`config.mk`:
```
export PLATFORM = sky130hd
export DESIGN_NAME = signed_seq_divider_flat
export DESIGN_NICKNAME = d
export VERILOG_FILES = /design/src/rtl/signed_seq_divider_if.sv /design/src/rtl/signed_seq_divider.sv /design/src/flat_wrapper.sv
export SDC_FILE = /design/constraint.sdc
export NUM_CORES = 1
export LEC_CHECK = 0
export BUFFER_PORTS_ARGS = -buffer_cell sky130_fd_sc_hd__buf_2
export CAP_MARGIN = 20
export CELL_PAD_IN_SITES_DETAIL_PLACEMENT = 1
export CELL_PAD_IN_SITES_GLOBAL_PLACEMENT = 1
export CORE_MARGIN = 2
export CORE_UTILIZATION = 45
export DETAILED_ROUTE_END_ITERATION = 10
export PLACE_DENSITY = 0.81
export RECOVER_POWER = 50
export SYNTH_ARGS = -nofsm -noshare
export SYNTH_HDL_FRONTEND = slang
export SYNTH_SLANG_ARGS = --single-unit
```
`constraint.sdc`:
```
create_clock -name clk -period 8.05 [get_ports clk]
set_input_delay 1.61 -clock clk [delete_from_list [all_inputs] [get_ports clk]]
set_output_delay 1.61 -clock clk [all_outputs]
set_load 0.1 [all_outputs]
```
`src/rtl/signed_seq_divider_if.sv`:
```
// ============================================================================
// Module      : signed_seq_divider_if
// Description : Start/busy/done handshake and operand/result bus for the
//               sequential signed divider.
// Revision    : 1.0 - initial release
// ============================================================================
`default_nettype none

interface signed_seq_divider_if #(
    parameter int WIDTH = 32
);
    logic             start;
    logic [WIDTH-1:0] a;
    logic [WIDTH-1:0] b;
    logic [WIDTH-1:0] quotient;
    logic [WIDTH-1:0] remainder;
    logic             busy;
    logic             done;
    logic             divByZero;

    modport master (
        output start, a, b,
        input  quotient, remainder, busy, done, divByZero
    );

    modport slave (
        input  start, a, b,
        output quotient, remainder, busy, done, divByZero
    );
endinterface

`default_nettype wire

```
`src/rtl/signed_seq_divider.sv`:
```
// ============================================================================
// Module      : signed_seq_divider
// Description : Signed restoring divider, one quotient bit per clock, fixed
//               WIDTH+1 cycle latency with start/busy/done handshake.
// Revision    : 1.0 - initial release
// ============================================================================
`default_nettype none

module signed_seq_divider #(
    parameter int WIDTH = 32
) (
    input  wire logic             clk,
    input  wire logic             reset,
    signed_seq_divider_if.slave   bus
);

    localparam int CNT_W = $clog2(WIDTH + 1);

    localparam logic [1:0] S_IDLE = 2'd0;
    localparam logic [1:0] S_CALC = 2'd1;
    localparam logic [1:0] S_DONE = 2'd2;

    logic [1:0]       state_q, state_d;
    logic [CNT_W-1:0] cnt_q, cnt_d;
    logic [WIDTH-1:0] rem_q, rem_d;
    logic [WIDTH-1:0] dvd_q, dvd_d;
    logic [WIDTH-1:0] dvs_q, dvs_d;
    logic [WIDTH-1:0] a_q, a_d;
    logic             sign_a_q, sign_a_d;
    logic             sign_b_q, sign_b_d;
    logic             b_zero_q, b_zero_d;
    logic [WIDTH-1:0] quotient_q, quotient_d;
    logic [WIDTH-1:0] remainder_q, remainder_d;
    logic             div_by_zero_q, div_by_zero_d;

    logic             start_ok;
    logic             last_iter;
    logic [WIDTH:0]   shifted;
    logic [WIDTH-1:0] diff;
    logic             fits;
    logic             busy;
    logic             done;

    assign start_ok  = bus.start && (state_q != S_CALC);
    assign last_iter = (state_q == S_CALC) && (cnt_q == CNT_W'(WIDTH));

    // ---------------- state register ----------------
    always_ff @(posedge clk or posedge reset) begin
        if (reset) begin
            state_q <= S_IDLE;
        end else begin
            state_q <= state_d;
        end
    end

    // ---------------- next-state logic ----------------
    always_comb begin
        state_d = state_q;
        case (state_q)
            S_IDLE:  if (start_ok) state_d = S_CALC;
            S_CALC:  if (last_iter) state_d = S_DONE;
            S_DONE:  state_d = start_ok ? S_CALC : S_IDLE;
            default: state_d = S_IDLE;
        endcase
    end

    // ---------------- output logic ----------------
    // The correction cycle is the final CALC cycle, so busy covers it too.
    always_comb begin
        busy = (state_q == S_CALC);
        done = (state_q == S_DONE);
    end

    // ---------------- datapath ----------------
    always_comb begin
        cnt_d         = cnt_q;
        rem_d         = rem_q;
        dvd_d         = dvd_q;
        dvs_d         = dvs_q;
        a_d           = a_q;
        sign_a_d      = sign_a_q;
        sign_b_d      = sign_b_q;
        b_zero_d      = b_zero_q;
        quotient_d    = quotient_q;
        remainder_d   = remainder_q;
        div_by_zero_d = div_by_zero_q;

        // Partial remainder stays below |b|, so the shifted value needs one
        // extra bit and a true difference always fits back in WIDTH bits.
        shifted = {rem_q, dvd_q[WIDTH-1]};
        fits    = (shifted >= {1'b0, dvs_q});
        diff    = shifted[WIDTH-1:0] - dvs_q;

        if (start_ok) begin
            a_d      = bus.a;
            sign_a_d = bus.a[WIDTH-1];
            sign_b_d = bus.b[WIDTH-1];
            dvd_d    = bus.a[WIDTH-1] ? -bus.a : bus.a;
            dvs_d    = bus.b[WIDTH-1] ? -bus.b : bus.b;
            b_zero_d = (bus.b == '0);
            rem_d    = '0;
            cnt_d    = '0;
        end else if (state_q == S_CALC) begin
            if (!last_iter) begin
                rem_d = fits ? diff : shifted[WIDTH-1:0];
                dvd_d = {dvd_q[WIDTH-2:0], fits};
                cnt_d = cnt_q + 1'b1;
            end else if (b_zero_q) begin
                quotient_d    = '1;
                remainder_d   = a_q;
                div_by_zero_d = 1'b1;
            end else begin
                // Most-negative / -1 wraps back to most-negative, unflagged.
                quotient_d    = (sign_a_q ^ sign_b_q) ? -dvd_q : dvd_q;
                remainder_d   = sign_a_q ? -rem_q : rem_q;
                div_by_zero_d = 1'b0;
            end
        end
    end

    always_ff @(posedge clk or posedge reset) begin
        if (reset) begin
            cnt_q         <= '0;
            rem_q         <= '0;
            dvd_q         <= '0;
            dvs_q         <= '0;
            a_q           <= '0;
            sign_a_q      <= 1'b0;
            sign_b_q      <= 1'b0;
            b_zero_q      <= 1'b0;
            quotient_q    <= '0;
            remainder_q   <= '0;
            div_by_zero_q <= 1'b0;
        end else begin
            cnt_q         <= cnt_d;
            rem_q         <= rem_d;
            dvd_q         <= dvd_d;
            dvs_q         <= dvs_d;
            a_q           <= a_d;
            sign_a_q      <= sign_a_d;
            sign_b_q      <= sign_b_d;
            b_zero_q      <= b_zero_d;
            quotient_q    <= quotient_d;
            remainder_q   <= remainder_d;
            div_by_zero_q <= div_by_zero_d;
        end
    end

    assign bus.quotient  = quotient_q;
    assign bus.remainder = remainder_q;
    assign bus.divByZero = div_by_zero_q;
    assign bus.busy      = busy;
    assign bus.done      = done;

endmodule

`default_nettype wire

```
`src/flat_wrapper.sv`:
```
// flat-port wrapper written by rule: the top's interface ports become plain ports
module signed_seq_divider_flat 
#(
    parameter int WIDTH = 32
)
  (clk, reset, bus_start, bus_a, bus_b, bus_quotient, bus_remainder, bus_busy, bus_done, bus_divByZero);
  signed_seq_divider_if #(.WIDTH(WIDTH)) bus_i ();
  input  wire logic clk;
  input  wire logic reset;
  input wire logic [$bits(bus_i.start)-1:0] bus_start;
  input wire logic [$bits(bus_i.a)-1:0] bus_a;
  input wire logic [$bits(bus_i.b)-1:0] bus_b;
  output wire logic [$bits(bus_i.quotient)-1:0] bus_quotient;
  output wire logic [$bits(bus_i.remainder)-1:0] bus_remainder;
  output wire logic [$bits(bus_i.busy)-1:0] bus_busy;
  output wire logic [$bits(bus_i.done)-1:0] bus_done;
  output wire logic [$bits(bus_i.divByZero)-1:0] bus_divByZero;
  assign bus_i.start = bus_start;
  assign bus_i.a = bus_a;
  assign bus_i.b = bus_b;
  assign bus_quotient = bus_i.quotient;
  assign bus_remainder = bus_i.remainder;
  assign bus_busy = bus_i.busy;
  assign bus_done = bus_i.done;
  assign bus_divByZero = bus_i.divByZero;
  signed_seq_divider #(.WIDTH(WIDTH)) u_core (.clk(clk), .reset(reset), .bus(bus_i));
endmodule
```
Word-level counts from Yosys, hierarchy flattened
Index checks and enable logic that the tools add are counted.
- flip-flop bits (word level): 204
- bits in latches: 0
- RAM bits: 0
- ROM bits: 0
- input bits: 67
- logic and storage cells: 57
- memories: 0
- add/subtract/negate cells: 6
- multipliers: 0
- div/mod/pow operators: 0
- $lt $le $gt $ge: 1
- equality and inequality tests: 7
- shift operators: 0
- muxes and demuxes: 21
- bitwise operators: 2
- reductions and logical operators: 8
- operators by type and width (operator ; count):
    $mux 32 ; 13
    $neg 32->32 ; 4
    $ge 33x32->1 ; 1
    $logic_not 32->1 ; 1
    $sub 32x32->32 ; 1
    $mux 6 ; 3
    $ne 2x1->1 const B ; 4
    $add 6x1->6 const B ; 1
    $eq 6x6->1 const B ; 1
    $pmux 2 s3 ; 1
    $mux 2 ; 2
    $reduce_and 2->1 ; 2
    $reduce_and 3->1 ; 1
    $eq 2x1->1 const B ; 1
    $eq 2x2->1 const B ; 1
    $logic_and 1x1->1 ; 2
    $logic_not 2->1 ; 1
    $mux 1 ; 2
    $reduce_bool 2->1 ; 1
    $not 1->1 ; 1
    $xor 1x1->1 ; 1

Logic depth before layout (Yosys ltp)
- depth in word-level cells: 5
- mapped depth: 14
- depth with buffers taken out: 13

Least setup slack after synthesis
Ideal clock, no wire load.
- path type: input to register
- from: input port bus_b[4]
- to: register u_core.dvs_q[29]
- library setup time: 0.135 ns
- arrival: 3.735 ns
- data required time: 7.915 ns
- path slack: 4.181 ns
- cell stages on the path: 9
- path through: or3_1 -> or4b_1 -> nand2b_1 -> or3_1 -> nor2b_2 -> nand3_1 -> o31ai_1 -> xor2_1 -> o21ai_0
- cells in the longest elaborated chain, start to end: 2
- RTL lines (item ; RTL line ; text):
    start: declaration ; flat_wrapper.sv:12 ; input wire logic [$bits(bus_i.b)-1:0] bus_b;
    $neg 32->32 ; signed_seq_divider.sv:99 ; dvs_d = bus.b[WIDTH-1] ? -bus.b : bus.b;
    $mux 32 ; signed_seq_divider.sv:99 ;
    end signal: assignment ; signed_seq_divider.sv:138 ; dvs_q <= dvs_d;
    end: declaration ; signed_seq_divider.sv:27 ; logic [WIDTH-1:0] dvs_q, dvs_d;
Every way passes these cells.
A chain may end at the register's enable or synchronous reset.

Worst setup path in the final report
- from: register u_core.cnt_q[0]
- to: register u_core.rem_q[6]
- cells in the longest elaborated chain, start to end: 4
- RTL lines (item ; RTL line ; text):
    start: declaration ; signed_seq_divider.sv:24 ; logic [CNT_W-1:0] cnt_q, cnt_d;
    start signal: assignment ; signed_seq_divider.sv:135 ; cnt_q <= cnt_d;
    $eq 6x6->1 ; signed_seq_divider.sv:45 ; assign last_iter = (state_q == S_CALC) && (cnt_q == CNT_W'(WIDTH));
    $logic_and 1x1->1 ; signed_seq_divider.sv:45 ;
    $ne 2x1->1 (no line) ; -- ;
    $reduce_and 2->1 (no line) ; -- ;
    end signal: assignment ; signed_seq_divider.sv:136 ; rem_q <= rem_d;
    end: declaration ; signed_seq_divider.sv:25 ; logic [WIDTH-1:0] rem_q, rem_d;
Every way passes these cells.

==> impl_results.rst <==
.. list-table::
   :header-rows: 1

   * - Metric
     - Value
   * - Count of yosys warnings during synthesis
     - 0
   * - Critical register-to-register path endpoint
     - u_core.rem_q[6]
   * - Critical path cell sequence
     - inv_1 > ha_1 > nand2_1 > or4_1 > nand2_1 > clkbuf_1 > nor3_1 > a22oi_1 > o21ai_0
   * - Detailed Route WL
     - 40,500 µm
   * - Biggest cell delay along the critical path
     - 2740 ps
   * - Max-slew violations
     - 333
   * - Number of nets in the finished design
     - 1,744
   * - Core Footprint
     - 27,700 µm²
   * - Buffer levels on the longest clock path
     - 3
   * - Gate count of the mapped netlist
     - 1,555
   * - Prevailing post-synth register cell
     - sky130_fd_sc_hd__dfrtp_1
   * - Register-to-register path setup slack
     - 2600 ps
   * - Cell row count
     - 61
   * - Worst hold endpoint
     - u_core.bus.quotient[0]
   * - Maximum number of pins on one net before global-route repair
     - 121
   * - Top area cells in the synthesized netlist
     - sky130_fd_sc_hd__dfrtp_1, sky130_fd_sc_hd__nand2_1, sky130_fd_sc_hd__xor2_1, sky130_fd_sc_hd__o21ai_0, sky130_fd_sc_hd__a21oi_1
   * - Worst Clk Skew
     - 14.5 ps
   * - Post-synth net total
     - 1,661
   * - Outcome
     - complete, but fails checks
   * - Top cell type's share of synthesized area
     - 40.1%
   * - Maximum fanout along the worst path
     - 90
   * - Insertion delay of the later-clocked pin in the worst-skew pair
     - 520 ps
   * - Setup repair after global routing missed its margin
     - false
   * - Highest attainable clock frequency
     - 183 MHz
   * - Quantity of I/O buffers inserted on ports
     - 133
   * - CP most frequent cell
     - sky130_fd_sc_hd__nand2_1
   * - Number of detailed-route iterations in the first pass
     - 5
   * - Worst Path Required
     - 8400 ps
   * - GRT Total Usage
     - 27.2%
   * - Fraction of layout instances using a drive strength above 1
     - 12.1%
   * - Worst Setup Start Kind
     - flop
   * - Number of nets with antenna violations after routing
     - 0
   * - Data arrival time at the worst-slack endpoint
     - 5800 ps
   * - Synthesis-to-layout area growth
     - 13.8%
   * - Via count of the first global-routing pass
     - 11,731
   * - Slowest stage cell, crit path
     - sky130_fd_sc_hd__clkbuf_1
   * - Count of unique library cells instantiated by Yosys
     - 72
   * - Final critical delay including setup and external delays
     - 5450 ps
   * - Cts repair resizes
     - 0
   * - Async set or reset register ratio after synthesis
     - 100%
   * - Cell at the root of the clock tree
     - sky130_fd_sc_hd__clkbuf_16
   * - Worst rel slew slack
     - -163%
   * - Register-to-Register Path Depth
     - 9
   * - Routability congestion estimate
     - 0.899
   * - TritonCTS clock tree
     - done
   * - Pin slew with the least headroom to its limit
     - 3950 ps
   * - Startpoint of the most critical register-to-register path
     - u_core.cnt_q[0]
   * - Die area
     - 29,500 µm²
   * - Max capacitance violation total
     - 6
   * - Clock-pin slew of the registers on the worst-case setup and hold paths
     - 70 ps
   * - Number of buffers inserted by hold repair at cts
     - 0
   * - Failing checks
     - max-capacitance violations, max-slew violations
   * - Die width
     - 172 µm
   * - Critical path capture point type
     - flop
   * - Residual DRC
     - 0
   * - Setup-failing EPs final
     - 0
   * - Number of DRC markers in iteration 0
     - 735
   * - Count of boundary I/O pins
     - 134
   * - Global-route wire length before repair
     - 63,700 µm
   * - Average cell area after synthesis
     - 8.14 µm²
   * - Post-detailed-route via-to-cell ratio
     - 5.87
   * - Half-perimeter wire length of the detailed placement result
     - 29,200 µm
   * - Mapped cell area
     - 12,700 µm²
   * - Count of state elements after synthesis
     - 203
   * - Largest area contributor in the netlist
     - sky130_fd_sc_hd__dfrtp_1
   * - Average wire per standard cell
     - 19.9 µm
   * - Hold path cells
     - 2
   * - Most used standard cell by instance count after synthesis
     - sky130_fd_sc_hd__nand2_1
   * - Sequential share of the synthesized area
     - 40.1%
   * - Vias after detailed routing
     - 11,928
   * - Worst hold start
     - u_core.bus.quotient[0]
   * - Endpoints failing hold
     - 0
   * - Critical path type
     - flop to flop
   * - Count of flip-flops with a built-in enable after synthesis
     - 0
   * - Worst hold-check path type
     - flop to flop
   * - H-tree depth reported by CTS
     - 1
   * - Total congestion overflow
     - 0
   * - List of most frequent post-synthesis cells
     - sky130_fd_sc_hd__nand2_1, sky130_fd_sc_hd__dfrtp_1, sky130_fd_sc_hd__o21ai_0
   * - Setup TNS
     - 0 ps
   * - Count of clock tree sinks
     - 203
   * - Inserted Clock Buffers
     - 24
   * - Antenna violations before repair
     - 1
   * - Share of the cycle needed by the critical path after routing
     - 67.7%
   * - Initial core utilization
     - 45.7%
   * - Y dimension of the die
     - 172 µm
   * - Setup Buffers After CTS
     - 0
## area by class of cell
type / instances / area (µm²)
diodes: 1 / 2.50
flip-flops and latches: 203 / 5080
repair buffers: 147 / 806
well taps: 378 / 473
clock inverters: 7 / 72.6
multi-input cells: 1204 / 7010
inverters: 58 / 225
fillers: 3402 / 13300
clock buffers: 35 / 723
## registers in the layout, summed over array words and instances, names as in the netlist, 2 cells and up
name,cells
u_core.dvd_q,32
u_core.state_q,2
u_core.bus.remainder,32
u_core.rem_q,32
u_core.dvs_q,32
u_core.bus.quotient,32
u_core.a_q,31
u_core.cnt_q,6
## cells by family after synthesis
family / Yosys count / synth area share (%)
and+or+nand+nor: 585 / 20.8
AOI/OAI and AO/OA: 438 / 20.7
DFF: 203 / 40.1
buffers and inverters: 148 / 4.46
xor gates and xnor gates: 126 / 8.72
adders and majority gates: 39 / 3.92
muxes: 16 / 1.28
## placed cells by master, fill, tap and decap left out, types with 15 or more instances in the layout
master / count
sky130_fd_sc_hd__inv_1: 55
sky130_fd_sc_hd__nand2_1: 273
sky130_fd_sc_hd__o21ai_0: 161
sky130_fd_sc_hd__buf_2: 131
sky130_fd_sc_hd__and3_1: 19
sky130_fd_sc_hd__o31ai_1: 30
sky130_fd_sc_hd__o22ai_1: 21
sky130_fd_sc_hd__mux2i_1: 15
sky130_fd_sc_hd__dfrtp_1: 202
sky130_fd_sc_hd__nor2_1: 132
sky130_fd_sc_hd__xnor2_1: 33
sky130_fd_sc_hd__clkbuf_16: 25
sky130_fd_sc_hd__ha_1: 38
sky130_fd_sc_hd__nand3_1: 51
sky130_fd_sc_hd__a31oi_1: 23
sky130_fd_sc_hd__a21oi_1: 118
sky130_fd_sc_hd__nor3_1: 23
sky130_fd_sc_hd__xor2_1: 93
## metal layers
metal  vias up  global-route usage, %  routed length (µm)
met3        66                   2.97                1870
met1      5902                   38.1               18500
li1       5635                      -                   -
met4         0                   8.33                1100
met2       325                   44.2               19100
met5         -                      0                   0
## worst max-delay path: cells and delay by family (launching register included)
kind,cells,cell delay (ps)
AND/OR/NAND/NOR,4,1280
AO/OA/AOI/OAI,2,480
flip-flops,1,440
adder cells (fa/ha/maj),1,150
buffers and inverters,2,2820
## worst max path at each step
stage,end,slack [ps],cells after the start,start
6_report,u_core.rem_q[6],2600,9,u_core.cnt_q[0]
5_1_grt,u_core.rem_q[6],2230,9,u_core.cnt_q[0]
4_1_cts,u_core.rem_q[10],4080,10,u_core.rem_q[3]
3_5_place_dp,u_core.dvs_q[29],3660,10,bus_b[4]
3_3_place_gp,u_core.dvs_q[29],3790,10,bus_b[4]
2_1_floorplan,u_core.a_q[0],900,1,reset
## metrics by stage
step                      cell area (µm²)  std cells  worst slack [ps]  util, %  hold WS, ps
after detailed placement            13500       1986              3660     48.9          451
after global routing                14400       2032              2230     52.0          497
after CTS                           14300       2028              4080     51.8          464
final                               14400       2033              2600     52.0          459
after global placement              13500       1986              3790     48.9          444
after floorplan                     12700       1555               901        -          437
Power is not shown: default switching activity piles up to over one toggle a cycle in this logic, so the estimate is an artifact.
